===== src/rtl/fp_mult.sv =====
// rtl/fp_mult.sv - 3-stage binary32 multiplier, RNE, flush-to-zero; FP_MULT_FLAGS_EN adds out_flags
module fp_mult (
  input  logic        clk,
  input  logic        rst,
  input  logic [31:0] in_a,
  input  logic [31:0] in_b,
  output logic [31:0] out_r
`ifdef FP_MULT_FLAGS_EN
  ,
  output logic [3:0]  out_flags
`endif
);

  localparam logic [31:0] QNAN = 32'h7FC0_0000;

  // Stage 1 registers: decoded operand fields and class
  logic        s1_sign_a, s1_sign_b;
  logic [7:0]  s1_exp_a, s1_exp_b;
  logic [23:0] s1_man_a, s1_man_b;
  logic        s1_zero_a, s1_zero_b;
  logic        s1_inf_a, s1_inf_b;
  logic        s1_nan_a, s1_nan_b;

  // Stage 2 registers: raw product, unnormalized exponent, resolved special class
  logic        s2_sign;
  logic signed [9:0] s2_exp;
  logic [47:0] s2_prod;
  logic        s2_nan;
  logic        s2_inf;
  logic        s2_zero;

  // Stage 2 combinational helpers
  logic signed [9:0] exp_sum;

  // Stage 3 combinational helpers
  logic        norm_hi;
  logic [22:0] mant;
  logic        guard;
  logic        sticky;
  logic        round_up;
  logic [23:0] mant_rnd;
  logic signed [9:0] exp_n;
  logic signed [9:0] exp_r;
  logic [22:0] frac_r;
  logic        ovf;
  logic        unf;
  logic        finite;
  logic [31:0] result_nxt;
`ifdef FP_MULT_FLAGS_EN
  logic [3:0]  flags_nxt;
`endif

  // Stage 1: capture operands already split into sign, exponent, mantissa and class
  always_ff @(posedge clk) begin
    if (rst) begin
      s1_sign_a <= 1'b0;
      s1_sign_b <= 1'b0;
      s1_exp_a  <= 8'd0;
      s1_exp_b  <= 8'd0;
      s1_man_a  <= 24'd0;
      s1_man_b  <= 24'd0;
      s1_zero_a <= 1'b1;
      s1_zero_b <= 1'b1;
      s1_inf_a  <= 1'b0;
      s1_inf_b  <= 1'b0;
      s1_nan_a  <= 1'b0;
      s1_nan_b  <= 1'b0;
    end else begin
      s1_sign_a <= in_a[31];
      s1_sign_b <= in_b[31];
      s1_exp_a  <= in_a[30:23];
      s1_exp_b  <= in_b[30:23];
      // subnormals get no hidden bit; they are treated as zero downstream
      s1_man_a  <= {(in_a[30:23] != 8'd0), in_a[22:0]};
      s1_man_b  <= {(in_b[30:23] != 8'd0), in_b[22:0]};
      s1_zero_a <= (in_a[30:23] == 8'd0);
      s1_zero_b <= (in_b[30:23] == 8'd0);
      s1_inf_a  <= (in_a[30:23] == 8'hFF) && (in_a[22:0] == 23'd0);
      s1_inf_b  <= (in_b[30:23] == 8'hFF) && (in_b[22:0] == 23'd0);
      s1_nan_a  <= (in_a[30:23] == 8'hFF) && (in_a[22:0] != 23'd0);
      s1_nan_b  <= (in_b[30:23] == 8'hFF) && (in_b[22:0] != 23'd0);
    end
  end

  // Biased exponent sum kept signed and wide enough for both range extremes
  always_comb begin
    exp_sum = $signed({2'b00, s1_exp_a}) + $signed({2'b00, s1_exp_b}) - 10'sd127;
  end

  // Stage 2: mantissa product, exponent sum, result sign and special-class resolution
  always_ff @(posedge clk) begin
    if (rst) begin
      s2_sign <= 1'b0;
      s2_exp  <= 10'sd0;
      s2_prod <= 48'd0;
      s2_nan  <= 1'b0;
      s2_inf  <= 1'b0;
      // a cleared pipeline represents 0 x 0, so the zero class keeps flags quiet
      s2_zero <= 1'b1;
    end else begin
      s2_sign <= s1_sign_a ^ s1_sign_b;
      s2_exp  <= exp_sum;
      s2_prod <= {24'd0, s1_man_a} * {24'd0, s1_man_b};
      s2_nan  <= s1_nan_a | s1_nan_b | (s1_inf_a & s1_zero_b) | (s1_inf_b & s1_zero_a);
      s2_inf  <= s1_inf_a | s1_inf_b;
      s2_zero <= s1_zero_a | s1_zero_b;
    end
  end

  // Stage 3 datapath: normalize, round to nearest even, range check, special select
  always_comb begin
    norm_hi = s2_prod[47];
    if (norm_hi) begin
      mant   = s2_prod[46:24];
      guard  = s2_prod[23];
      sticky = |s2_prod[22:0];
      exp_n  = s2_exp + 10'sd1;
    end else begin
      mant   = s2_prod[45:23];
      guard  = s2_prod[22];
      sticky = |s2_prod[21:0];
      exp_n  = s2_exp;
    end

    round_up = guard & (sticky | mant[0]);
    mant_rnd = {1'b0, mant} + {23'd0, round_up};
    // carry out of the fraction means 1.111..1 rounded up to 10.000..0
    exp_r    = mant_rnd[23] ? (exp_n + 10'sd1) : exp_n;
    frac_r   = mant_rnd[23] ? 23'd0 : mant_rnd[22:0];

    ovf    = (exp_r > 10'sd254);
    unf    = (exp_r < 10'sd1);
    finite = !s2_nan && !s2_inf && !s2_zero;

    if (s2_nan) begin
      result_nxt = QNAN;
    end else if (s2_inf) begin
      result_nxt = {s2_sign, 8'hFF, 23'd0};
    end else if (s2_zero) begin
      result_nxt = {s2_sign, 31'd0};
    end else if (ovf) begin
      result_nxt = {s2_sign, 8'hFF, 23'd0};
    end else if (unf) begin
      result_nxt = {s2_sign, 31'd0};
    end else begin
      result_nxt = {s2_sign, exp_r[7:0], frac_r};
    end

`ifdef FP_MULT_FLAGS_EN
    flags_nxt = {s2_nan,
                 finite & ovf,
                 finite & unf,
                 finite & (guard | sticky | ovf | unf)};
`endif
  end

  // Stage 3 register: the only architecturally visible state
  always_ff @(posedge clk) begin
    if (rst) begin
      out_r <= 32'h0000_0000;
    end else begin
      out_r <= result_nxt;
    end
  end

`ifdef FP_MULT_FLAGS_EN
  // Exception flags travel alongside out_r with identical latency
  always_ff @(posedge clk) begin
    if (rst) begin
      out_flags <= 4'd0;
    end else begin
      out_flags <= flags_nxt;
    end
  end
`endif

endmodule


===== config.mk =====
export PLATFORM = sky130hd
export DESIGN_NAME = fp_mult
export DESIGN_NICKNAME = d
export VERILOG_FILES = /design/src/rtl/fp_mult.sv
export SDC_FILE = /design/constraint.sdc
export NUM_CORES = 2
export LEC_CHECK = 0
export CELL_PAD_IN_SITES_DETAIL_PLACEMENT = 1
export CELL_PAD_IN_SITES_GLOBAL_PLACEMENT = 2
export CORE_ASPECT_RATIO = 1.5
export CORE_UTILIZATION = 35
export CTS_CLUSTER_DIAMETER = 100
export DETAILED_ROUTE_END_ITERATION = 10
export GPL_TIMING_DRIVEN = 0
export PLACE_DENSITY = 0.79
export RECOVER_POWER = 25
export SLEW_MARGIN = 40
export SYNTH_ARGS = -nofsm -noshare
export SYNTH_HDL_FRONTEND = slang
export SYNTH_SLANG_ARGS = --single-unit

===== constraint.sdc =====
create_clock -name clk -period 6.6 [get_ports clk]
set_input_delay 0.99 -clock clk [delete_from_list [all_inputs] [get_ports clk]]
set_output_delay 0.99 -clock clk [all_outputs]
set_load 0.02 [all_outputs]

[After elaboration in Yosys (flattened, before gate mapping)]
Index checks and enable logic that the tools add are counted.
Widths: inputs -> output; s select.
Cells by class
  add/subtract/negate cells: 5
  $mul: 1
  $lt $le $gt $ge: 2
  eq/ne operators: 2
  mux-type cells: 11
  bitwise logic cells: 10
  reduce and logical (&&, ||, !) cells: 16
Operators by type and width (count)
  $mux 31: 5
  $mul 24x24->48: 1
  $logic_not 23->1: 2
  $mux 23: 2
  $reduce_bool 23->1: 2
  $add 23x1->24: 1
  $reduce_or 23->1: 1
  $reduce_or 22->1: 1
  $add 10x2->10 const B: 2
  $mux 10: 2
  $eq 8x8->1 const B: 2
  $logic_not 8->1: 2
  $reduce_bool 8->1: 2
  $gt 10x9->1 const B: 1
  $lt 10x2->1 const B: 1
  $sub 9x7->10 const B: 1
  $add 8x8->9: 1
  $reduce_or 7->1: 1
  $or 1x1->1: 6
  $logic_and 1x1->1: 4
  $and 1x1->1: 3
  $mux 1: 2
  $reduce_or 2->1: 1
  $xor 1x1->1: 1
Storage, ports and cells
  register bits after elaboration: 166
  bits of input ports: 66
  output and inout bits: 32
  logic and storage cells: 68

[Longest topological paths before layout]
  depth in word-level cells: 12
  gate-level depth with buffers: 26
  depth with buffers taken out: 25

[Least setup slack after synthesis]
Ideal clock, no wire load.
  kind: register to register
  start point: register s1_man_b[3]
  end point: register s2_prod[41]
  library setup time: 121 ps
  arrival time: 6837 ps
  required time: 6479 ps
  setup slack: -358 ps
  cell stages (with the launch flop): 27
  path buffers: 1
  period minus slack after synthesis: 6958 ps
  cell sequence: dfxtp_1 -> clkbuf_1 -> nand2_1 -> fa_1 -> inv_1 -> fa_1 -> inv_1 -> fa_1 -> inv_1 -> fa_1 -> inv_1 -> fa_1 -> inv_1 -> fa_1 -> inv_1 -> fa_1 -> inv_1 -> ha_1 -> a2111oi_0 -> o221ai_1 -> a21oi_1 -> or4_1 -> a211oi_1 -> or2_2 -> a31o_2 -> a311oi_1 -> mux2_2
Between the ends
  cells in the longest elaborated chain, start to end: 1
Ends and longest elaborated chain
  start: declaration: line 19  | logic [23:0] s1_man_a, s1_man_b;
  start signal: assignment: line 75  | s1_man_b <= {(in_b[30:23] != 8'd0), in_b[22:0]};
  $mul 24x24->48: line 103  | s2_prod <= {24'd0, s1_man_a} * {24'd0, s1_man_b};
  end signal: assignment: line 103
  end: declaration: line 27  | logic [47:0] s2_prod;
Every way passes these cells.
A chain may end at the register's enable or synchronous reset.

[Worst setup path after layout]
  start point: register s1_man_b[16]
  end point: register s2_prod[41]
Same word-level chain as after synthesis.

==> impl_metrics.yaml <==
finish:
  drive_above_1_share: 0.151
  nFillCells: 8217
  utilization: 0.435
  register_area_sq_um: 3480
  syn_to_final_growth_pct: 22.9
  stdcell_area_sq_um: 31600
  multiInputGateArea_sq_um: 20400
  nets: 3845
  finalNonFillerCells: 4040
critical_path:
  path_class: "flop to flop"
  critPathArrivalTime_ns: 7.54
  cp_slowest_stage_delay_ns: 0.61
  start_kind: "flop"
  slowest_stage: "or4_4"
  r2r_cells: 20
  crit_path_frequent_cell: "fa_1"
  crit_path_end_kind: "flop"
  critical_path_required_ns: 6.97
  rrSetupSlack_ns: -0.56
  cp_max_fo: 10
  path_cells: "clkbuf_8 > nand2_1 > fa_1 > inv_1 > fa_1 > fa_1 > fa_1 > fa_1 > fa_1 > inv_2 > fa_2 > inv_2 > ha_4 > nand4_1 > or4_4 > a211oi_4 > or2_4 > a31o_4 > a311oi_2 > mux2_4"
  rr_startpoint: "s1_man_b[16]"
  r2r_end: "s2_prod[41]"
synthesis:
  ys_async_sr_fraction: 0
  synth-compound-area-share: 0.0566
  synth_cells: 2874
  synthTopCellsByArea: "fa_1 38%, dfxtp_1 13%, ha_1 9.4%, inv_1 8.5%, and2_1 7.1%"
  synth-seq-cells: 166
  syn_area_sq_um: 25700
  synth_top_cell_area_share: 0.377
  synth_top_cell_by_area: "fa_1"
  yosys.cell_types.count: 71
  synth_xor_xnor_area_share: 0.0341
  synth_top_family_by_area: "adder cells"
  synth.most_common_cell: "inv_1"
  synth_edf_count: 0
  yosysSeqAreaShare: 0.129
  synthAdderAreaFrac: 0.470
  synth_mux_area_frac: 0.00488
  ys_top_cells_by_count: "578 x inv_1, 483 x fa_1, 376 x nand2_1"
  syn_area_per_cell_sq_um: 8.93
  syn_nets: 3615
  yosys.area_share.simple: 0.198
  yosysWarnings: 0
  yosys_most_used_dff: "dfxtp_1"
sta:
  skew_ns: 0.0215
  hold_viol: 0
  slew_violations: 0
  fin_crit_ns: 7.16
  layout_worst_path_cycle_share: 1.09
  rsz0062_at_grt: "yes"
  setup_viol: 24
  finalWorstSetupSlack_ns: -0.562
  slew_headroom: 0.362
  max_freq_ghz: 0.140
  final.setup.tns_ns: -8.16
  worstMarginPinSlew_ns: 0.950
die:
  rows: 121
  fp.dieH_microns: 334
  pin_count: 98
  die_w_microns: 223
  die-area_sq_um: 74400
  coreArea_sq_um: 72500
  start_util: 0.354
placed_design:
  placed_area_sq_um: 28000
  place_congestion: 0.975
  dp_hpwl_microns: 80700
  place_inst: 3892
  io_buffers: 96
clocking:
  cts-root-buf: "clkbuf_16"
  insertion_delay_ns: 0.50
  hold_buffers: 0
  clock-sinks: 166
  cts_buffers: 17
  cts_max_level: 4
  clk_pin_slew_ns: 0.08
  cts_max_path_buffers: 2
  cts_tree: "built"
min_path:
  hold_depth: 1
  hold_path_end: "out_r[31]"
  hp-start: "s2_sign"
  hold_class: "flop to flop"
power:
  power.leakage_nw: 14.6
  vdd_drop_max_mv: 0.221
  powerDensity_nw_per_um2: 242
  p_total_mw: 7.64
run_status:
  violations: "setup timing"
  status: "complete, but fails checks"
grt:
  antenna_found_initial: 4
  track_usage: 0.275
  grt_overflow_total: 0
  grt_pass1_wl_microns: 149000
  grt_max_degree: 18
  grt_pass1_vias: 23900
routing:
  dr.pass1.iters: 6
  wl_per_cell_microns: 24.8
  routed_via_density: 5.18
  vias: 20900
  drt_iter0_markers: 958
  drc: 0
  wirelength_microns: 100000
  ant_nets: 0
flow_run:
  cap_violations: 0
[layout by cell type, fill, tap and decap left out, drive strengths merged, types with 5 or more instances in the layout]
cell / count
o21a: 7
a21oi: 56
a221oi: 6
ha: 192
a21boi: 6
a21o: 24
nand2b: 9
inv: 588
a211oi: 24
nor4: 36
nor3: 21
a31oi: 6
nand4: 22
o21ai: 31
and3: 14
buf: 149
xnor2: 60
xor2: 40
or3: 5
clkbuf: 125
dfxtp: 166
nor2b: 79
clkdlybuf4s50: 96
nor2: 99
nand3: 24
nand2: 376
o21bai: 8
and2: 291
fa: 483
mux2i: 8
[report_power, final]
part,switching (mW),internal [mW],total [mW],leakage [nW]
Combinational,3.07,2.27,5.35,12.9
Sequential,0.155,1.13,1.29,1.40
Clock,0.504,0.501,1.00,0.271
[worst max-delay path: cells and delay by family (launching register included)]
| family | cells | cell delay, ns |
|---|---|---|
| and+or+nand+nor | 4 | 1.11 |
| DFF | 1 | 0.50 |
| adders and majority gates | 8 | 4.07 |
| muxes | 1 | 0.32 |
| AOI/OAI and AO/OA | 3 | 0.57 |
| buffers and inverters | 4 | 0.46 |
[final cells by class]
| class | instances | share of cell area |
|---|---|---|
| Clock buffer | 18 | 0.0136 |
| Buffer | 134 | 0.0562 |
| Sequential cell | 166 | 0.110 |
| Multi-Input combinational cell | 1989 | 0.645 |
| Tap cell | 922 | 0.0366 |
| Inverter | 578 | 0.0688 |
| Timing Repair Buffer | 218 | 0.0650 |
| Clock inverter | 14 | 0.00432 |
| Antenna cell | 1 | 0.0000793 |
[routing by layer]
| layer | part of all wire | up-vias | track usage | wire, microns |
|---|---|---|---|---|
| met2 | 0.51 | 701 | 0.498 | 51200 |
| met5 | 0 | - | 0 | 0 |
| met1 | 0.37 | 10800 | 0.300 | 36900 |
| met3 | 0.048 | 283 | 0.0394 | 4850 |
| li1 | - | 9143 | - | - |
| met4 | 0.072 | 0 | 0.174 | 7230 |
[repair_timing]
| item | CTS | global route |
|---|---|---|
| pin swaps | 66 | 79 |
| setup buffers | 94 | 29 |
| resized for setup | 416 | 119 |
| setup endpoints to repair | 33 | 26 |
| cloned | 1 | 1 |
| hold endpoints to repair | 0 | 0 |
[state kept, by name, summed over array words and instances (netlist names), 8 cells and up]
signal,cells
s2_exp,10
s1_exp_a,8
out_r,32
s2_prod,48
s1_man_a,24
s1_man_b,24
s1_exp_b,8
[cell families (layout without fill, tap and decap cells)]
family,Yosys count,count (layout)
muxes,12,12
buffers and inverters,719,962
other,0,1
adders and majority gates,675,675
and+or+nand+nor,996,996
xor gates and xnor gates,100,100
AOI/OAI and AO/OA,206,206
DFF,166,166
[how the worst max path moves through the flow]
| stage | start | to | slack, ns | depth (start not counted) |
|---|---|---|---|---|
| 4_1_cts | s1_man_b[0] | s2_prod[41] | -0.52 | 25 |
| 6_report | s1_man_b[16] | s2_prod[41] | -0.56 | 20 |
| 3_3_place_gp | s1_man_a[15] | s2_prod[38] | -1.67 | 25 |
| 5_1_grt | s1_man_b[11] | s2_prod[41] | -0.67 | 22 |
| 2_1_floorplan | s1_man_a[7] | s2_prod[41] | 0.003 | 24 |
| 3_5_place_dp | s1_man_b[13] | s2_prod[38] | -1.76 | 24 |
[per-stage QoR]
| stage | hold slack [ns] | setup slack [ns] |
|---|---|---|
| after global placement | 0.442 | -1.67 |
| after CTS | 0.467 | -0.524 |
| after floorplan | 0.410 | 0.00314 |
| after global routing | 0.481 | -0.669 |
| final | 0.462 | -0.562 |
| after detailed placement | 0.443 | -1.76 |
Note: power is estimated with default switching activity, not from simulation.
